[src/rtl/flow_ctrl_fsm.sv]
`default_nettype none
// ============================================================================
//  Module      : flow_ctrl_fsm
//  Description : Flow-control supervisor for a bank of NCH FIFO channels.
//                It captures the MF/VC/D thresholds during initialisation and
//                reports INIT/IDLE/ACTIVE/ERROR status to the transmit path.
//                It also detects illegal per-channel FIFO conditions, keeps
//                sticky per-channel error flags and a saturating count of
//                ERROR entries, and leaves ERROR only through an explicit
//                error-clear handshake.
//  Revision    : 1.0 - initial release
// ----------------------------------------------------------------------------
//  Parameters
//    NCH  number of supervised FIFO channels (1..16)
//    UW   width of each threshold value
//    ECW  width of the error-entry counter
//  Ports
//    clk                      clock, all logic on the rising edge
//    reset                    synchronous reset, active low
//    init_req                 configuration request; holds INIT, loads thresholds
//    umbral_{mf,vc,d}_in      threshold values to capture
//    fifo_full/empty/write/read  per-channel FIFO status and strobes
//    err_clr                  error acknowledge
//    umbral_{mf,vc,d}         captured thresholds (registered)
//    init_out/idle_out/active_out/error_out  one-hot state decode
//    state                    current state code
//    active_chan              non-empty, legal channels while ACTIVE
//    err_chan                 sticky per-channel error flags (registered)
//    err_count                saturating number of ERROR entries (registered)
// ============================================================================
module flow_ctrl_fsm #(
    parameter int NCH = 4,
    parameter int UW  = 4,
    parameter int ECW = 8
) (
    input  logic           clk,
    input  logic           reset,
    input  logic           init_req,
    input  logic [UW-1:0]  umbral_mf_in,
    input  logic [UW-1:0]  umbral_vc_in,
    input  logic [UW-1:0]  umbral_d_in,
    input  logic [NCH-1:0] fifo_full,
    input  logic [NCH-1:0] fifo_empty,
    input  logic [NCH-1:0] fifo_write,
    input  logic [NCH-1:0] fifo_read,
    input  logic           err_clr,
    output logic [UW-1:0]  umbral_mf,
    output logic [UW-1:0]  umbral_vc,
    output logic [UW-1:0]  umbral_d,
    output logic           init_out,
    output logic           idle_out,
    output logic           active_out,
    output logic           error_out,
    output logic [2:0]     state,
    output logic [NCH-1:0] active_chan,
    output logic [NCH-1:0] err_chan,
    output logic [ECW-1:0] err_count
);

    // ------------------------------------------------------------------
    // State encoding. Codes 5..7 are unreachable in normal operation and
    // are steered back to ST_RESET by the default branch below.
    // ------------------------------------------------------------------
    typedef enum logic [2:0] {
        ST_RESET  = 3'd0,
        ST_INIT   = 3'd1,
        ST_IDLE   = 3'd2,
        ST_ACTIVE = 3'd3,
        ST_ERROR  = 3'd4
    } state_t;

    localparam logic [ECW-1:0] C_CNT_MAX = '1;
    localparam logic [ECW-1:0] C_CNT_ONE = ECW'(1);

    state_t           r_state;
    state_t           w_state_nxt;

    logic [UW-1:0]    r_umbral_mf;
    logic [UW-1:0]    r_umbral_vc;
    logic [UW-1:0]    r_umbral_d;
    logic [NCH-1:0]   r_err_chan;
    logic [ECW-1:0]   r_err_count;

    logic [NCH-1:0]   w_ill;
    logic             w_any_ill;
    logic             w_monitored;
    logic [NCH-1:0]   w_ill_mon;
    logic             w_all_empty;
    logic             w_thr_nonzero;
    logic             w_load;
    logic             w_err_accept;
    logic             w_err_entry;

    // ------------------------------------------------------------------
    // Per-channel illegal-condition detection:
    //   full and empty at once, write into a full FIFO that is not read
    //   in the same cycle (overflow), read from an empty FIFO (underflow).
    // ------------------------------------------------------------------
    generate
        for (genvar c = 0; c < NCH; c++) begin : g_chan
            assign w_ill[c] = (fifo_full[c]  & fifo_empty[c])
                            | (fifo_full[c]  & fifo_write[c] & ~fifo_read[c])
                            | (fifo_empty[c] & fifo_read[c]);
        end
    endgenerate

    assign w_any_ill   = |w_ill;
    assign w_all_empty = &fifo_empty;

    // Illegal conditions only matter once the FIFO bank is in service.
    assign w_monitored = (r_state == ST_IDLE)
                       | (r_state == ST_ACTIVE)
                       | (r_state == ST_ERROR);
    assign w_ill_mon   = w_monitored ? w_ill : '0;

    // INIT exit looks at the captured values, not the live inputs.
    assign w_thr_nonzero = (|r_umbral_mf) | (|r_umbral_vc) | (|r_umbral_d);

    assign w_load       = (r_state == ST_INIT) & init_req;

    // A clear is only honoured once every illegal condition has gone away;
    // a simultaneous illegal condition wins and the FSM stays in ERROR.
    assign w_err_accept = (r_state == ST_ERROR) & err_clr & ~w_any_ill;

    assign w_err_entry  = (w_state_nxt == ST_ERROR) & (r_state != ST_ERROR);

    // ------------------------------------------------------------------
    // Next-state and decode logic
    // ------------------------------------------------------------------
    always_comb begin
        w_state_nxt = r_state;
        init_out    = 1'b0;
        idle_out    = 1'b0;
        active_out  = 1'b0;
        error_out   = 1'b0;
        active_chan = '0;

        case (r_state)
            ST_RESET: begin
                w_state_nxt = ST_INIT;
            end

            ST_INIT: begin
                init_out = 1'b1;
                // All-zero thresholds keep the block waiting for a valid
                // configuration instead of falling back to RESET.
                if (!init_req && w_thr_nonzero) begin
                    w_state_nxt = ST_IDLE;
                end
            end

            ST_IDLE: begin
                idle_out = 1'b1;
                if (w_any_ill) begin
                    w_state_nxt = ST_ERROR;
                end else if (init_req) begin
                    w_state_nxt = ST_INIT;
                end else if (!w_all_empty) begin
                    w_state_nxt = ST_ACTIVE;
                end
            end

            ST_ACTIVE: begin
                active_out  = 1'b1;
                active_chan = ~fifo_empty & ~w_ill;
                // Reconfiguration requests are not honoured mid-transfer.
                if (w_any_ill) begin
                    w_state_nxt = ST_ERROR;
                end else if (w_all_empty) begin
                    w_state_nxt = ST_IDLE;
                end
            end

            ST_ERROR: begin
                error_out = 1'b1;
                if (w_err_accept) begin
                    w_state_nxt = ST_INIT;
                end
            end

            default: begin
                w_state_nxt = ST_RESET;
            end
        endcase
    end

    // ------------------------------------------------------------------
    // State register
    // ------------------------------------------------------------------
    always_ff @(posedge clk) begin
        if (!reset) begin
            r_state <= ST_RESET;
        end else begin
            r_state <= w_state_nxt;
        end
    end

    // ------------------------------------------------------------------
    // Threshold capture. Values are held across ERROR and re-entry to
    // INIT until init_req reloads them.
    // ------------------------------------------------------------------
    always_ff @(posedge clk) begin
        if (!reset) begin
            r_umbral_mf <= '0;
            r_umbral_vc <= '0;
            r_umbral_d  <= '0;
        end else if (w_load) begin
            r_umbral_mf <= umbral_mf_in;
            r_umbral_vc <= umbral_vc_in;
            r_umbral_d  <= umbral_d_in;
        end
    end

    // ------------------------------------------------------------------
    // Sticky per-channel error flags. An accepted clear implies no
    // channel is illegal on that edge, so clear and set never collide.
    // ------------------------------------------------------------------
    always_ff @(posedge clk) begin
        if (!reset) begin
            r_err_chan <= '0;
        end else if (w_err_accept) begin
            r_err_chan <= '0;
        end else begin
            r_err_chan <= r_err_chan | w_ill_mon;
        end
    end

    // ------------------------------------------------------------------
    // Saturating count of transitions into ERROR
    // ------------------------------------------------------------------
    always_ff @(posedge clk) begin
        if (!reset) begin
            r_err_count <= '0;
        end else if (w_err_entry && (r_err_count != C_CNT_MAX)) begin
            r_err_count <= r_err_count + C_CNT_ONE;
        end
    end

    assign state     = r_state;
    assign umbral_mf = r_umbral_mf;
    assign umbral_vc = r_umbral_vc;
    assign umbral_d  = r_umbral_d;
    assign err_chan  = r_err_chan;
    assign err_count = r_err_count;

endmodule
`default_nettype wire

[config.mk]
export PLATFORM = sky130hd
export DESIGN_NAME = flow_ctrl_fsm
export DESIGN_NICKNAME = d
export VERILOG_FILES = /design/src/rtl/flow_ctrl_fsm.sv
export SDC_FILE = /design/constraint.sdc
export NUM_CORES = 1
export LEC_CHECK = 0
export BUFFER_PORTS_ARGS = -buffer_cell sky130_fd_sc_hd__buf_4
export CAP_MARGIN = 40
export CORE_MARGIN = 8
export CORE_UTILIZATION = 35
export CTS_CLUSTER_DIAMETER = 100
export DETAILED_ROUTE_END_ITERATION = 10
export SLEW_MARGIN = 30
export SYNTH_ARGS = -nofsm -noshare
export SYNTH_HDL_FRONTEND = slang
export SYNTH_SLANG_ARGS = --single-unit
export TNS_END_PERCENT = 20
[constraint.sdc]
create_clock -name clk -period 3.6 [get_ports clk]
set_input_delay 0.18 -clock clk [delete_from_list [all_inputs] [get_ports clk]]
set_output_delay 0.18 -clock clk [all_outputs]
set_load 0.1 [all_outputs]
==> metrics.cfg <==
[synthesis]
synthSimpleGateAreaFrac=0.321
netlist_area_sq_um=1290
syn_nets=194
synth_top_family_by_area=simple AND/OR/NAND/NOR gates
synth_compound_area_frac=0.202
synthCells=161
synth_ff_type=dfxtp_1
ys_types=38
synthAdderAreaFrac=0.00971
synth_edf_count=0
async_flop_share=0
yosys.area_share.xor_xnor=0
synth-seq-area-share=0.419
ys.warnings.count=0
synth-seq-cells=27
synth_mux_area_frac=0.0155
synth_area_per_cell_sq_um=8.00

[setup_path]
setup.worst_path.start=state[1]
crit_path_start_kind=register
crit_chain=and2b_1, nand2_1, nor3_1, buf_4
cp-end-kind=primary output
timing.rr.end=err_count[3]
endpoint=active_chan[1]
path_class=reg -> out
r2r-start=err_count[0]
cp.depth=4
r2r_slack_ps=1900
critical-path-max-stage-delay_ps=440
slowest_stage=dfxtp_1
worstPathArrival_ps=1680
cp_num_buf_inv=1
rr_worst_depth=4
cp_top_family=simple AND/OR/NAND/NOR gates
crit_required_ps=3420
cp_max_fo=7

[cts]
cts_sinks=27
cts_setup_buffers=0
clockBufferDepth=2
cts_buffers=3
holdBufCountCts=0
root_buffer=clkbuf_8
insertion_delay_ps=270
cts_resized=0
path_clk_slew_ps=90
cts_tree=done
htree_num_levels=1

[layout]
multi_input_area_sq_um=707
nets=260
instances_no_fill=274
fillers=381
mostFrequentLayoutCells=66 x buf_4, 36 x nand2_1, 27 x dfxtp_1
diodes=0
area_delta_synth_final_pct=44.6
regArea_sq_um=541
layout_commonest_cell=buf_4
drive_gt1_frac=0.345

[route]
ant_nets=0
drt_iter0_drc=48
dr.pass1.iters=5
post_drt_wl_per_cell_microns=13.8
drc=0
wl_mm=3.79
wl_met1_mm=1.69
drt-vias-per-instance=5.03
wl_met3_microns=258
route.vias.total=1379
top_layer_used=met4
routed-wl-met2_mm=1.81

[sta]
slew_violations=0
setup_violations=0
max_freq_ghz=0.539
hold_viol_final=0
tightest_slew_ps=685
skew_ps=1.58
timing.final.crit_period_ps=1860
rsz0062_at_grt=no
relSlewSlack=0.543
setup_ws_ps=1740
fin_crit_sh=0.516

[placement]
finalWeightedCongestion=0.771
portBuffers=66
hpwlAfterDp_mm=3.09
dp_cells=270
dp_slack_ps=1780

[global_route]
grt_max_degree=22
first_global_vias=1321
antenna_found_initial=0
grt_pass1_wl_mm=6.38
track_usage=0.126
grt_overflow=0

[flow_run]
drv_cap=0

[min_path]
min-delay-path-class=in -> reg
min_from=umbral_d_in[0]

[floorplan]
rows=22
die_x_microns=76.7
coreArea_sq_um=3610
start_util=0.357
die_area_sq_um=5880
ios=67
dieHeight_microns=76.7

[power_and_ir_drop]
powerDensity_nw_per_um2=437
leakage_nw=0.805
vdd_drop_max_mv=0.263

[outcome]
status=finished clean

## state kept, by name (all words and copies together), names as in the netlist
| register | cells |
|---|---|
| err_count | 8 |
| err_chan | 4 |
| umbral_d | 4 |
| umbral_mf | 4 |
| umbral_vc | 4 |
| state | 3 |
## layer usage
layer | GRT usage | vias to the layer above
li1 | - | 694
met1 | 0.155 | 634
met2 | 0.205 | 47
met3 | 0.0350 | 4
met4 | 0.0423 | 0
met5 | 0 | -
## worst min path at each step
stage                   endpoint  cells after the start
finish               umbral_d[0]                      3
global route         umbral_d[2]                      3
CTS                 umbral_mf[3]                      3
detailed placement   umbral_d[0]                      3
global placement     umbral_d[2]                      3
floorplan            umbral_d[0]                      2
## synth_stat cells, types with 2 or more instances
master     n  area share
a21oi_1   20       0.078
a31oi_1    3       0.015
and3_1     2      0.0097
clkbuf_1   4       0.012
dfxtp_1   27        0.42
inv_1      4       0.012
mux2i_1    2       0.016
nand2_1   36        0.10
nand2b_1   3       0.015
nand3_1    5       0.019
nor2_1     9       0.026
nor2b_1    6       0.029
nor3_1     5       0.019
nor4_1     4       0.019
o21ai_0    4       0.016
o22a_1     4       0.027
or3_1      2      0.0097
## worst reg2reg max path, stage by stage (launching register included)
cell	delay [ps]
dfxtp_1	350
ha_1	280
a31oi_1	300
or4b_2	610
o21ai_0	100
## power by group
part / internal (mW) / switching [mW] / leakage, nW / total, mW
Combinational: 0.0809 / 0.230 / 0.563 / 0.311
Sequential: 0.316 / 0.0169 / 0.219 / 0.333
Clock: 0.0792 / 0.0919 / 0.0228 / 0.171
## cells by family after synthesis
kind of cell,after synthesis
DFF,27
and+or+nand+nor,83
adders and majority gates,1
buffers and inverters,9
muxes,2
AOI/OAI and AO/OA,39
## per-stage QoR
step	total power, mW	hold WS (ps)	util	setup TNS (ps)	instance area [sq um]
floorplan	0.572	316	-	-685	1290
global placement	0.650	431	0.504	0	1820
detailed placement	0.653	442	0.504	0	1820
CTS	0.822	151	0.517	0	1860
global route	0.853	152	0.517	0	1860
finish	0.815	154	0.517	0	1860
## area by class of cell
class                      instances  share of cell area
multi-input combinational        125               0.379
sequential                        27               0.290
timing repair buffer              66               0.266
tap                               48              0.0322
clock buffer                       4              0.0242
inverter                           4             0.00806
(Power assumes the default switching activity.)
